--- config.mk ---
export PLATFORM = sky130hd
export DESIGN_NAME = rob_reorder
export DESIGN_NICKNAME = d
export VERILOG_FILES = /design/src/rtl/rob_pkg.sv /design/src/rtl/rob_ptr.sv /design/src/rtl/rob_reorder.sv
export SDC_FILE = /design/constraint.sdc
export NUM_CORES = 1
export LEC_CHECK = 0
export BUFFER_PORTS_ARGS = -buffer_cell sky130_fd_sc_hd__buf_2
export CAP_MARGIN = 20
export CORE_ASPECT_RATIO = 1.5
export CORE_MARGIN = 2
export CORE_UTILIZATION = 35
export CTS_BUF_LIST = sky130_fd_sc_hd__clkbuf_16
export DETAILED_ROUTE_END_ITERATION = 8
export SYNTH_ARGS = -nofsm -noshare
export SYNTH_HDL_FRONTEND = slang
export SYNTH_HIERARCHICAL = 1
export SYNTH_SLANG_ARGS = --single-unit
--- constraint.sdc ---
create_clock -name clk_i -period 2.4 [get_ports clk_i]
set_clock_uncertainty 0.1 [all_clocks]
set_input_delay 0.12 -clock clk_i [delete_from_list [all_inputs] [get_ports clk_i]]
set_output_delay 0.12 -clock clk_i [all_outputs]
set_load 0.01 [all_outputs]
--- src/rtl/rob_pkg.sv ---
// Shared types and default sizing for the response reorder buffer.
package rob_pkg;

    localparam int unsigned DATA_WIDTH_DEF = 8;
    localparam int unsigned DEPTH_DEF      = 4;

    typedef enum logic [1:0] {
        FREE    = 2'b00,
        PENDING = 2'b01,
        READY   = 2'b10
    } slot_state_e;

endpackage : rob_pkg

--- src/rtl/rob_ptr.sv ---
// Wrap-bit pointer register: the extra MSB separates full from empty when low bits match.
module rob_ptr #(
    parameter int unsigned WIDTH = 3
) (
    input  logic             clk_i,
    input  logic             rst_ni,
    input  logic             inc_i,
    output logic [WIDTH-1:0] ptr_o
);

    logic [WIDTH-1:0] ptr_q;
    logic [WIDTH-1:0] ptr_d;

    always_comb begin
        ptr_d = ptr_q;
        if (inc_i) begin
            ptr_d = ptr_q + WIDTH'(1);
        end
    end

    always_ff @(posedge clk_i or negedge rst_ni) begin
        if (!rst_ni) begin
            ptr_q <= '0;
        end else begin
            ptr_q <= ptr_d;
        end
    end

    assign ptr_o = ptr_q;

endmodule : rob_ptr

--- src/rtl/rob_reorder.sv ---
// Response reorder buffer: hands out ordered tags, absorbs out-of-order responses, releases in order.
// Optional ROB_BYPASS_EN: a response hitting the pending head is forwarded to the output in the same cycle.
module rob_reorder
    import rob_pkg::*;
#(
    parameter  int unsigned DATA_WIDTH = DATA_WIDTH_DEF,
    parameter  int unsigned DEPTH      = DEPTH_DEF,
    localparam int unsigned ID_WIDTH   = $clog2(DEPTH)
) (
    input  logic                  clk_i,
    input  logic                  rst_ni,
    input  logic                  req_valid_i,
    output logic                  req_ready_o,
    output logic [ID_WIDTH-1:0]   req_id_o,
    input  logic                  rsp_valid_i,
    input  logic [ID_WIDTH-1:0]   rsp_id_i,
    input  logic [DATA_WIDTH-1:0] rsp_data_i,
    output logic                  out_valid_o,
    input  logic                  out_ready_i,
    output logic [ID_WIDTH-1:0]   out_id_o,
    output logic [DATA_WIDTH-1:0] out_data_o,
    output logic                  full_o,
    output logic                  empty_o,
    output logic                  err_o
);

    localparam int unsigned PTR_WIDTH = ID_WIDTH + 1;

    slot_state_e           slot_q [DEPTH];
    slot_state_e           slot_d [DEPTH];
    logic [DATA_WIDTH-1:0] data_q [DEPTH];
    logic [DATA_WIDTH-1:0] data_d [DEPTH];
    logic                  err_q;
    logic                  err_d;

    logic [PTR_WIDTH-1:0]  alloc_ptr;
    logic [PTR_WIDTH-1:0]  rel_ptr;
    logic [ID_WIDTH-1:0]   alloc_idx;
    logic [ID_WIDTH-1:0]   head_idx;
    logic                  alloc_fire;
    logic                  rel_fire;
    logic                  head_ready;

    rob_ptr #(.WIDTH(PTR_WIDTH)) u_alloc_ptr (
        .clk_i  (clk_i),
        .rst_ni (rst_ni),
        .inc_i  (alloc_fire),
        .ptr_o  (alloc_ptr)
    );

    rob_ptr #(.WIDTH(PTR_WIDTH)) u_rel_ptr (
        .clk_i  (clk_i),
        .rst_ni (rst_ni),
        .inc_i  (rel_fire),
        .ptr_o  (rel_ptr)
    );

    assign alloc_idx = alloc_ptr[ID_WIDTH-1:0];
    assign head_idx  = rel_ptr[ID_WIDTH-1:0];

    assign empty_o = (alloc_ptr == rel_ptr);
    assign full_o  = (alloc_ptr[ID_WIDTH] != rel_ptr[ID_WIDTH]) && (alloc_idx == head_idx);

    assign req_ready_o = ~full_o;
    assign req_id_o    = alloc_idx;
    assign alloc_fire  = req_valid_i && ~full_o;

    assign head_ready = (slot_q[head_idx] == READY);
    assign out_id_o   = head_idx;
    assign err_o      = err_q;

`ifdef ROB_BYPASS_EN
    logic bypass_hit;
    assign bypass_hit  = rsp_valid_i && (rsp_id_i == head_idx) && (slot_q[head_idx] == PENDING);
    assign out_valid_o = head_ready || bypass_hit;
    assign out_data_o  = bypass_hit ? rsp_data_i : data_q[head_idx];
`else
    assign out_valid_o = head_ready;
    assign out_data_o  = data_q[head_idx];
`endif

    assign rel_fire = out_valid_o && out_ready_i;

    // Later assignments win: a bypassed release overrides the READY write, alloc lands on a FREE slot.
    always_comb begin
        slot_d = slot_q;
        data_d = data_q;
        err_d  = 1'b0;
        if (rsp_valid_i) begin
            if (slot_q[rsp_id_i] == PENDING) begin
                slot_d[rsp_id_i] = READY;
                data_d[rsp_id_i] = rsp_data_i;
            end else begin
                err_d = 1'b1;
            end
        end
        if (rel_fire) begin
            slot_d[head_idx] = FREE;
        end
        if (alloc_fire) begin
            slot_d[alloc_idx] = PENDING;
        end
    end

    always_ff @(posedge clk_i or negedge rst_ni) begin
        if (!rst_ni) begin
            for (int i = 0; i < int'(DEPTH); i++) begin
                slot_q[i] <= FREE;
                data_q[i] <= '0;
            end
            err_q <= 1'b0;
        end else begin
            slot_q <= slot_d;
            data_q <= data_d;
            err_q  <= err_d;
        end
    end

endmodule : rob_reorder

==> summary.txt, run 1 <==
Place
  • Port-buffer cells: 31
  • HPWL after DPL: 3040 um
  • Global placer's final weighted congestion: 0.743

Synth
  • Synthesized area divided by synthesized cell count: 14.8 um2
  • Synth area leaders: sky130_fd_sc_hd__dfrtp_1 53%, sky130_fd_sc_hd__mux2_2 12%, sky130_fd_sc_hd__mux4_2 9.1%
  • Proportion of register bits with asynchronous set or reset after synthesis: 100%
  • Post-synthesis cell type count: 34
  • Total of warnings raised by yosys: 6
  • Sequential fraction of the synthesis area: 52.7%
  • Number of nets in the synthesized netlist: 168
  • Commonest cells in the synthesized netlist: 47 x sky130_fd_sc_hd__dfrtp_1, 24 x sky130_fd_sc_hd__mux2_2, 10 x sky130_fd_sc_hd__mux2_4
  • Synthesized netlist cell count: 151
  • Total standard cell area after synthesis: 2230 um2
  • Synth top area share: 52.7%
  • Number of synthesized register bits: 47
  • Area leader, netlist: sky130_fd_sc_hd__dfrtp_1
  • Number of enable-type register cells in the synthesized netlist: 0
  • Most frequently used cell type in the post-synthesis netlist: sky130_fd_sc_hd__dfrtp_1
  • Top_reg_cell synth: sky130_fd_sc_hd__dfrtp_1

Detailed routing
  • Post-route antenna net violation count: 0
  • Aggregate routed wire length: 4450 um
  • Average wire length per cell after detail routing: 16.8 um
  • 1st-pass router iterations: 4
  • Initial drt markers: 93
  • DRC viols: 0
  • Via/cell ratio: 5.25
  • Vias: 1,391

Clocking
  • Clk root buf: sky130_fd_sc_hd__clkbuf_16
  • Clock transition time at the flip-flop clock pins of the worst setup and hold paths: 0.06 ns
  • Post-CTS resize count: 0
  • H-tree levels: 2
  • Number of buffers on the longest clock path: 2
  • Number of clock sinks: 47
  • Clock latency reported for the late side of the worst-skew pair: 0.28 ns
  • Number of buffers added by the clock tree synthesis step: 5
  • Clock tree from TritonCTS: done

GRT
  • Met1 Use GR: 16.5%
  • Largest net degree at the start of global routing: 48
  • First-pass GRT wire length: 7270 um
  • Total Routing Usage GR: 13.5%
  • Via count of the first global-routing pass: 1,435
  • GRT met3 Usage: 3.06%
  • Met2 track demand over resource in global routing: 22.5%
  • Most used routing layer: met2
  • Global-route congestion overflow total: 0
  • Number of antenna violations at the first check in global routing: 0

Worst hold path
  • Hold Crit Depth: 2
  • Path category of the worst min-delay check: primary input to flop

Timing
  • RSZ-0062 raised after global routing: no
  • Final hold violations: 0
  • Worst Max-Slew Pin Slew: 0.660 ns
  • Setup violators final: 0
  • Fin Setup TNS: 0 ns
  • Max Clock Freq: 0.499 GHz
  • Slew HR: 56.0%
  • Fin. max-slew vios: 0
  • Period utilization: 83.5%
  • Time the worst path needs with I/O delays and setup: 2.00 ns
  • Tightest hold margin: 0.0162 ns

Power
  • Relative contribution of sequential cells to total power: 40.8%
  • Relative contribution of combinational cells to total power: 41.3%
  • Clock share of power: 17.9%
  • Leakage Power: 1.21 nW
  • Peak supply drop: 0.000427 V
  • Total power density per cell area: 1380 nW/um2
  • Switching power: 1.19 mW
  • Sw frac: 32.8%
  • Cell internal power dissipation: 2.45 mW

Critical path
  • Data arrival time at the worst-slack endpoint: 1.78 ns
  • CP Class: flop to primary output
  • Largest fanout of any net on the critical path: 9
  • Data required time of the worst path: 2.18 ns
  • Cell depth of the worst flop-to-flop path: 3
  • Critical path startpoint category: flop
  • Endpoint kind of the worst setup timing path: primary output

Outcome
  • Outcome: finished, final reports clean

Layout
  • Antenna diode instance count: 0
  • Relative area change from synthesis to final layout: 18.4%
  • Final layout net count: 207
  • Utilization after layout: 42.8%
  • Share of cells above drive strength 1: 46.1%

Die
  • Y dimension of the die: 102 um
  • Area inside the core boundary: 6170 um2
  • Die area: 7050 um2
  • Die outline width: 69.2 um
  • Row count: 35
  • Effective utilization at floorplan: 36.1%
  • Top-Level Pins: 32

Job
  • Total of max-cap violations: 0
-- power groups by stage --
stage	Clock [mW]	Combinational, mW	Sequential, mW
2_1_floorplan	0	1.09	1.41
3_3_place_gp	0	1.50	1.48
3_5_place_dp	0	1.52	1.50
4_1_cts	0.672	1.53	1.49
5_1_grt	0.701	1.64	1.55
6_report	0.651	1.51	1.49
-- registers in the layout, indices dropped and copies added, names as in the netlist --
name and count:
data_q 32, err_o 1, slot_q 8, u_alloc_ptr/ptr_o 3, u_rel_ptr/ptr_o 3
-- layout make-up --
cell class	count	area, um2
fillers	575	3530
flip-flops and latches	47	1180
multi-input cells	95	1010
repair buffers	37	215
clock buffers	5	125
well taps	74	92.6
inverters	4	15.0
clock inverters	3	12.5
-- layout by cell type (no fill, tap or decap) --
master,netlist,layout
sky130_fd_sc_hd__dfrtp_1,47,47
sky130_fd_sc_hd__buf_2,1,31
sky130_fd_sc_hd__mux2_2,24,24
sky130_fd_sc_hd__mux2_4,10,10
sky130_fd_sc_hd__mux4_2,9,9
sky130_fd_sc_hd__nor2b_1,7,7
sky130_fd_sc_hd__inv_1,4,6
sky130_fd_sc_hd__nand2_1,5,5
sky130_fd_sc_hd__clkbuf_16,0,5
sky130_fd_sc_hd__xnor2_1,4,4
sky130_fd_sc_hd__buf_4,2,4
sky130_fd_sc_hd__and2_1,3,3
sky130_fd_sc_hd__xor2_1,3,3
sky130_fd_sc_hd__a32o_1,3,3
sky130_fd_sc_hd__a32oi_1,3,3
sky130_fd_sc_hd__nor2_1,2,2
sky130_fd_sc_hd__nand4b_1,2,2
sky130_fd_sc_hd__a211oi_1,2,2
sky130_fd_sc_hd__o21ai_0,2,2
sky130_fd_sc_hd__nand2b_1,2,2
sky130_fd_sc_hd__ha_1,2,2
sky130_fd_sc_hd__nand3_1,1,1
sky130_fd_sc_hd__nor3b_1,1,1
sky130_fd_sc_hd__nand3b_1,1,1
sky130_fd_sc_hd__nor3b_2,1,1
sky130_fd_sc_hd__nand3_2,1,1
sky130_fd_sc_hd__o31ai_1,1,1
sky130_fd_sc_hd__and3_1,1,1
sky130_fd_sc_hd__or2_1,1,1
sky130_fd_sc_hd__o41ai_1,1,1
sky130_fd_sc_hd__a311oi_1,1,1
sky130_fd_sc_hd__o211a_1,1,1
sky130_fd_sc_hd__nor2_2,1,1
sky130_fd_sc_hd__clkinv_2,0,1
sky130_fd_sc_hd__dlygate4sd3_1,0,1
sky130_fd_sc_hd__buf_12,0,1
-- critical path: stages (launching register included) --
cell,delay (ns)
sky130_fd_sc_hd__dfrtp_1,0.62
sky130_fd_sc_hd__buf_12,0.21
sky130_fd_sc_hd__mux4_2,0.51
sky130_fd_sc_hd__buf_2,0.16
-- logic make-up after synthesis --
family	count (synthesis)	synth area share [%]
buffers and inverters	9	2.24
XOR/XNOR	7	2.75
adder cells (fa/ha/maj)	2	1.12
AND/OR/NAND/NOR	29	8.07
flip-flops	47	52.7
multiplexers	43	27.9
AO/OA/AOI/OAI	14	5.21
-- final timing paths --
path / endpoint / slack, ns / startpoint
max: out_data_o[3] / 0.40 / u_rel_ptr/ptr_o[0]$_DFFE_PN0P_
min in group asynchronous: data_q[31]$_DFFE_PN0P_ / 0.36 / rst_ni
min reg2reg: u_alloc_ptr/ptr_o[2]$_DFFE_PN0P_ / 0.39 / u_alloc_ptr/ptr_o[2]$_DFFE_PN0P_
min: data_q[22]$_DFFE_PN0P_ / 0.02 / rsp_data_i[6]
max in group asynchronous: data_q[18]$_DFFE_PN0P_ / 1.43 / rst_ni
max reg2reg: u_rel_ptr/ptr_o[1]$_DFFE_PN0P_ / 0.54 / u_rel_ptr/ptr_o[1]$_DFFE_PN0P_
-- through the flow --
step | area [um2] | cells | setup WS, ns | total power, mW
floorplan | 2230 | 151 | 0.563 | 2.50
global placement | 2490 | 256 | 0.536 | 2.99
detailed placement | 2490 | 256 | 0.538 | 3.02
CTS | 2640 | 265 | 0.375 | 3.69
global route | 2640 | 265 | 0.310 | 3.89
finish | 2640 | 265 | 0.395 | 3.65
-- metal layers --
layer | wire length [um] | share of wire, %
met5 | 0 | 0
met4 | 116 | 2.6
met3 | 177 | 4.0
met2 | 2240 | 50
met1 | 1910 | 43
-- timing repair --
item,4_1_cts,5_1_grt
buffers inserted,0,0
hold buffers,1,0
endpoints found under the hold margin,47,0
Note: power is estimated with default switching activity, not from simulation.
==> run 2, diff against run 1 <==
Settings changed: ABC_AREA set to 1.
Clock period 2.4 ns to 1.7 ns, I/O delays scaled along.
==> run 2 against run 1 <==
- final area is 13% higher
- non-clock buffer count grew 16
- setup slack lost 0.32 ns
- largest power group unchanged
==> summary.txt, run 2 <==
Synth
  • Commonest cells in the synthesized netlist: 156 x sky130_fd_sc_hd__nand2_1, 47 x sky130_fd_sc_hd__dfrtp_1, 18 x sky130_fd_sc_hd__inv_1
  • Area leader, netlist: sky130_fd_sc_hd__dfrtp_1
  • Synth top area share: 50.1%
  • Sequential fraction of the synthesis area: 50.1%
  • Number of nets in the synthesized netlist: 314
  • Number of synthesized register bits: 47
  • Synthesized netlist cell count: 297
  • Post-synthesis cell type count: 21
  • Total of warnings raised by yosys: 6
  • Proportion of register bits with asynchronous set or reset after synthesis: 100%
  • Top_reg_cell synth: sky130_fd_sc_hd__dfrtp_1
  • Number of enable-type register cells in the synthesized netlist: 0
  • Synth area leaders: sky130_fd_sc_hd__dfrtp_1 50%, sky130_fd_sc_hd__nand2_1 25%, sky130_fd_sc_hd__a22oi_1 4.5%
  • Most frequently used cell type in the post-synthesis netlist: sky130_fd_sc_hd__nand2_1
  • Synthesized area divided by synthesized cell count: 7.91 um2
  • Total standard cell area after synthesis: 2350 um2

Timing
  • Max Clock Freq: 0.614 GHz
  • Fin. max-slew vios: 0
  • Worst Max-Slew Pin Slew: 0.500 ns
  • Fin Setup TNS: 0 ns
  • Period utilization: 95.8%
  • RSZ-0062 raised after global routing: yes
  • Slew HR: 66.7%
  • Final hold violations: 0
  • Setup violators final: 0
  • Time the worst path needs with I/O delays and setup: 1.63 ns

Clocking
  • Number of clock sinks: 47
  • Number of buffers on the longest clock path: 2
  • H-tree levels: 2
  • Clk root buf: sky130_fd_sc_hd__clkbuf_16
  • Number of buffers added by the clock tree synthesis step: 5
  • Clock latency reported for the late side of the worst-skew pair: 0.28 ns
  • Clock tree from TritonCTS: done
  • Clock transition time at the flip-flop clock pins of the worst setup and hold paths: 0.06 ns

GRT
  • Largest net degree at the start of global routing: 23
  • Global-route congestion overflow total: 0
  • First-pass GRT wire length: 10,200 um
  • Via count of the first global-routing pass: 2,089
  • Number of antenna violations at the first check in global routing: 0
  • Total Routing Usage GR: 17.2%

Layout
  • Most frequent standard cell in the layout excluding fill and tap cells: sky130_fd_sc_hd__nand2_1
  • Leading registers by flop count: data_q: 32 flops, slot_q: 8 flops
  • Final layout net count: 371
  • Largest register FFs: 32
  • Register with the most flip-flops: data_q
  • Post-route design area: 2990 um2
  • Highest-count cells in the layout ignoring fill and taps: 153 x sky130_fd_sc_hd__nand2_1, 45 x sky130_fd_sc_hd__dfrtp_1, 31 x sky130_fd_sc_hd__buf_2
  • Relative area change from synthesis to final layout: 27.4%
  • Antenna diode instance count: 0
  • Utilization after layout: 46.1%
  • Share of cells above drive strength 1: 25.1%

Die
  • Y dimension of the die: 104 um
  • Top-Level Pins: 32
  • Die area: 7400 um2
  • Die outline width: 70.9 um
  • Row count: 36
  • Area inside the core boundary: 6490 um2
  • Effective utilization at floorplan: 36.2%

Place
  • Global placer's final weighted congestion: 0.815
  • HPWL after DPL: 4160 um
  • Cell Area, Placed: 2670 um2
  • Port-buffer cells: 31

Critical path
  • Data arrival time at the worst-slack endpoint: 1.44 ns
  • CP Class: flop to primary output
  • Cell family with the largest share of critical-path delay: flip-flops
  • Ordered list of cells on the worst path: inv_2, nor2_2, buf_4, a22oi_2, nand2_1, buf_2
  • Largest stage delay, worst path: 0.47 ns
  • Critical path startpoint category: flop
  • Critical path buffer and inverter count: 3
  • Data required time of the worst path: 1.51 ns
  • Largest fanout of any net on the critical path: 9
  • Highest-delay cell along the critical path: sky130_fd_sc_hd__dfrtp_2
  • Endpoint kind of the worst setup timing path: primary output

Power
  • Sw frac: 41.3%
  • Switching power: 2.31 mW
  • Leakage Power: 1.64 nW
  • Clock share of power: 17.0%
  • Relative contribution of sequential cells to total power: 38.4%
  • Relative contribution of combinational cells to total power: 44.6%
  • Peak supply drop: 0.00107 V
  • Total power density per cell area: 1870 nW/um2
  • Cell internal power dissipation: 3.28 mW

Detailed routing
  • Aggregate routed wire length: 5910 um
  • DRC viols: 0
  • Initial drt markers: 134
  • Via/cell ratio: 4.86
  • 1st-pass router iterations: 4
  • Post-route antenna net violation count: 0
  • Average wire length per cell after detail routing: 13.7 um
  • Vias: 2,094

Job
  • Total of max-cap violations: 0

Outcome
  • Outcome: finished, final reports clean

Worst hold path
  • Path category of the worst min-delay check: primary input to flop
[run 2: cell count changes in the layout (fill, tap and decap cells not counted), sizes merged, moves of 8 or more]
cell         previous run  this run
nor2                    3        22
dlygate4sd3             1        10
nand2                   5       162
mux4                    9         0
mux2                   34         0
a22oi                   0        14
nand4                   0         8
inv                     6        21
[run 2: area by class of cell]
class                      count  area [um2]
clock buffer                   5         125
clock inverter                 3        15.0
fill                         671        3490
inverter                      22        86.3
multi-input combinational    225        1140
sequential                    47        1180
tap                           76        95.1
timing repair buffer          53         353
[run 2: path summary, 6_finish.rpt]
check                                                     from                              to  slack, ns  depth (start not counted)
worst min-delay path                               req_valid_i             slot_q[4]$_DFF_PN0_       0.03                          3
min in group asynchronous                               rst_ni  u_rel_ptr/ptr_o[2]$_DFFE_PN0P_       0.20                          2
worst max-delay path            u_rel_ptr/ptr_o[1]$_DFFE_PN0P_                   out_data_o[2]       0.07                          6
max in group asynchronous                               rst_ni          data_q[29]$_DFFE_PN0P_       0.68                          3
worst max register to register  u_rel_ptr/ptr_o[0]$_DFFE_PN0P_  u_rel_ptr/ptr_o[2]$_DFFE_PN0P_       0.17                         10
worst min register to register          data_q[21]$_DFFE_PN0P_          data_q[21]$_DFFE_PN0P_       0.37                          2
[run 2: metrics by stage]
stage	worst slack (ns)	hold slack, ns	std cells	power, mW
2_1_floorplan	0.00203	-0.311	297	3.51
4_1_cts	0.0215	0.0386	430	5.44
5_1_grt	-0.0279	0.0527	431	6.10
3_5_place_dp	0.0816	-0.0149	411	4.42
3_3_place_gp	0.136	-0.0120	411	4.37
6_report	0.0711	0.0324	431	5.59
[run 2: power groups by stage]
stage               registers, mW  logic [mW]  clock network [mW]
floorplan                    2.00        1.51                   0
global placement             2.10        2.27                   0
detailed placement           2.12        2.30                   0
CTS                          2.11        2.37               0.959
global route                 2.23        2.85                1.02
finish                       2.14        2.49               0.948
[run 2: repair_timing]
item                                   CTS  global route
pin swaps                                0             0
endpoints found under the hold margin   53             0
hold buffers                            10             0
gates resized for setup                  5            15
setup endpoints to repair                8            14
setup buffers                            1             1
[run 2: cells by family after synthesis]
family / count (synthesis) / synth area share [%]
flip-flops: 47 / 50.1
adder cells (fa/ha/maj): 2 / 1.07
AO/OA/AOI/OAI: 17 / 5.22
AND/OR/NAND/NOR: 201 / 37.5
XOR/XNOR: 5 / 1.87
buffers and inverters: 25 / 4.26
[run 2: worst register-to-register path, cell delays in order, from the launching register on]
cell	delay (ns)
sky130_fd_sc_hd__dfrtp_2	0.47
sky130_fd_sc_hd__inv_2	0.09
sky130_fd_sc_hd__nor2_2	0.04
sky130_fd_sc_hd__nand2_1	0.06
sky130_fd_sc_hd__nand2_1	0.06
sky130_fd_sc_hd__nor2_2	0.14
sky130_fd_sc_hd__nand2_2	0.07
sky130_fd_sc_hd__nor2_2	0.19
sky130_fd_sc_hd__nand3_1	0.09
sky130_fd_sc_hd__nand2_1	0.07
sky130_fd_sc_hd__inv_1	0.03
[run 2: per-layer routing]
metal	track usage [%]	part of all wire [%]	vias up	wire [um]
met5	0	0	-	0
met1	21.8	40	991	2380
met3	2.03	3.8	9	224
li1	-	-	1047	-
met4	5.53	1.7	0	99
met2	30.2	54	47	3210
==> run 3, diff against run 2 <==
Settings changed: PLACE_DENSITY set to 0.56.
==> run 3 against run 2 <==
- worst hold slack better by 0.0073 ns
- total power increased by 5.4%
- global-route usage shrank 0.22 points
- combinational power is 6% higher
- wire length fell by 0.66%
- clock-buffer cell count stayed put
- critical path type unchanged
- critical endpoint is now full_o
- highest routed layer unchanged
==> summary.txt, run 3 (synthesis gave the netlist of run 2 again) <==
GRT
  • Largest net degree at the start of global routing: 48
  • Global-route congestion overflow total: 0
  • First-pass GRT wire length: 9890 um
  • Number of antenna violations at the first check in global routing: 0
  • Via count of the first global-routing pass: 2,029
  • Total Routing Usage GR: 17.0%

Detailed routing
  • Initial drt markers: 173
  • Aggregate routed wire length: 5870 um
  • Vias: 2,013
  • Via/cell ratio: 4.68
  • DRC viols: 0
  • Post-route antenna net violation count: 0
  • 1st-pass router iterations: 4
  • Average wire length per cell after detail routing: 13.7 um

Critical path
  • Cell depth of the worst flop-to-flop path: 10
  • Data required time of the worst path: 1.51 ns
  • Register-to-register setup slack: 0.14 ns
  • Crit path capture: full_o
  • R2r endpoint: u_rel_ptr/ptr_o[2]$_DFFE_PN0P_
  • Startpoint of the most critical setup path: u_rel_ptr/ptr_o[0]$_DFFE_PN0P_
  • CP Class: flop to primary output
  • Endpoint kind of the worst setup timing path: primary output
  • Critical path startpoint category: flop
  • Data arrival time at the worst-slack endpoint: 1.46 ns
  • Largest fanout of any net on the critical path: 8
  • R2R Path Start: u_rel_ptr/ptr_o[1]$_DFFE_PN0P_

Clocking
  • Number of buffers on the longest clock path: 2
  • Number of clock sinks: 47
  • Clock tree from TritonCTS: done
  • H-tree levels: 2
  • Clock transition time at the flip-flop clock pins of the worst setup and hold paths: 0.06 ns
  • Clk root buf: sky130_fd_sc_hd__clkbuf_16
  • Clock latency reported for the late side of the worst-skew pair: 0.28 ns
  • Number of buffers added by the clock tree synthesis step: 5

Die
  • Die outline width: 70.9 um
  • Row count: 36
  • Die area: 7400 um2
  • Area inside the core boundary: 6490 um2
  • Y dimension of the die: 104 um
  • Effective utilization at floorplan: 36.2%
  • Top-Level Pins: 32

Timing
  • Time the worst path needs with I/O delays and setup: 1.64 ns
  • Final hold violations: 0
  • Max Clock Freq: 0.609 GHz
  • Fin Setup TNS: 0 ns
  • RSZ-0062 raised after global routing: yes
  • Period utilization: 96.5%
  • Fin. max-slew vios: 0
  • Worst Max-Slew Pin Slew: 0.317 ns
  • Setup violators final: 0
  • Smallest setup slack after layout: 0.0592 ns
  • Slew HR: 78.8%

Place
  • Port-buffer cells: 31
  • Minimum setup slack after placement: 0.0653 ns
  • Count of placed standard cells including taps: 410
  • Global placer's final weighted congestion: 0.794
  • HPWL after DPL: 4000 um

Worst hold path
  • Hold path startpoint: req_valid_i
  • Path category of the worst min-delay check: primary input to flop

Layout
  • Highest-count cells in the layout ignoring fill and taps: 155 x sky130_fd_sc_hd__nand2_1, 45 x sky130_fd_sc_hd__dfrtp_1, 30 x sky130_fd_sc_hd__buf_2
  • Most frequent standard cell in the layout excluding fill and tap cells: sky130_fd_sc_hd__nand2_1
  • Leading registers by flop count: data_q: 32 flops, slot_q: 8 flops
  • Relative area change from synthesis to final layout: 30.5%
  • Register with the most flip-flops: data_q
  • Antenna diode instance count: 0
  • Share of cells above drive strength 1: 25.1%
  • Largest register FFs: 32
  • Final standard cell count with taps included and fillers excluded: 430
  • Final layout net count: 370

Outcome
  • Outcome: finished, final reports clean

Power
  • Leakage Power: 1.67 nW
  • Overall power after layout: 5.89 mW
  • Peak supply drop: 0.000936 V
  • Total power density per cell area: 1920 nW/um2

Job
  • Total of max-cap violations: 0
run 3: worst min path at each step:
stage	end	slack, ns	depth (start not counted)
global placement	u_alloc_ptr/ptr_o[0]$_DFFE_PN0P_	-0.01	2
floorplan	data_q[0]$_DFFE_PN0P_	-0.31	0
detailed placement	u_alloc_ptr/ptr_o[0]$_DFFE_PN0P_	-0.007	2
finish	slot_q[0]$_DFF_PN0_	0.04	3
CTS	slot_q[0]$_DFF_PN0_	0.03	3
global route	slot_q[4]$_DFF_PN0_	0.06	3
run 3: area by class of cell:
| type | count | area (um2) |
|---|---|---|
| Fill cell | 650 | 3420 |
| Sequential cell | 47 | 1180 |
| Multi-Input combinational cell | 225 | 1160 |
| Timing Repair Buffer | 52 | 372 |
| Clock buffer | 5 | 125 |
| Tap cell | 76 | 95.1 |
| Inverter | 22 | 86.3 |
| Clock inverter | 3 | 47.5 |
run 3: per-stage QoR:
step                      area (um2)  util, %  hold slack [ns]
after floorplan                 2360        -           -0.311
after global placement          2670     41.2          -0.0116
after detailed placement        2670     41.2         -0.00687
after CTS                       2950     45.4           0.0341
after global routing            3070     47.3           0.0635
final                           3070     47.3           0.0397
run 3: timing repair:
| item | in CTS | in global routing |
|---|---|---|
| setup endpoints to repair | 9 | 12 |
| hold buffers | 10 | 0 |
| hold endpoints to repair | 80 | 0 |
| pin swaps | 0 | 1 |
| setup buffers | 0 | 2 |
| resized for setup | 3 | 21 |
run 3: layer usage:
metal	up-vias	routed length, um	track usage [%]
li1	1051	-	-
met1	913	2440	20.8
met2	37	3110	29.6
met3	12	184	2.91
met4	0	138	6.20
met5	-	0	0
run 3: worst max-delay path: stages, from the launching register on:
cell	delay (ns)
sky130_fd_sc_hd__dfrtp_2	0.47
sky130_fd_sc_hd__buf_4	0.18
sky130_fd_sc_hd__xnor2_4	0.19
sky130_fd_sc_hd__nand3_4	0.12
sky130_fd_sc_hd__inv_1	0.09
sky130_fd_sc_hd__buf_2	0.12
run 3: where the power goes:
part           internal, mW  switching, mW  total [mW]  leakage [nW]
clock                 0.701          0.431        1.13        0.0844
combinational          1.15           1.47        2.63          1.01
sequential             1.68          0.454        2.13         0.574
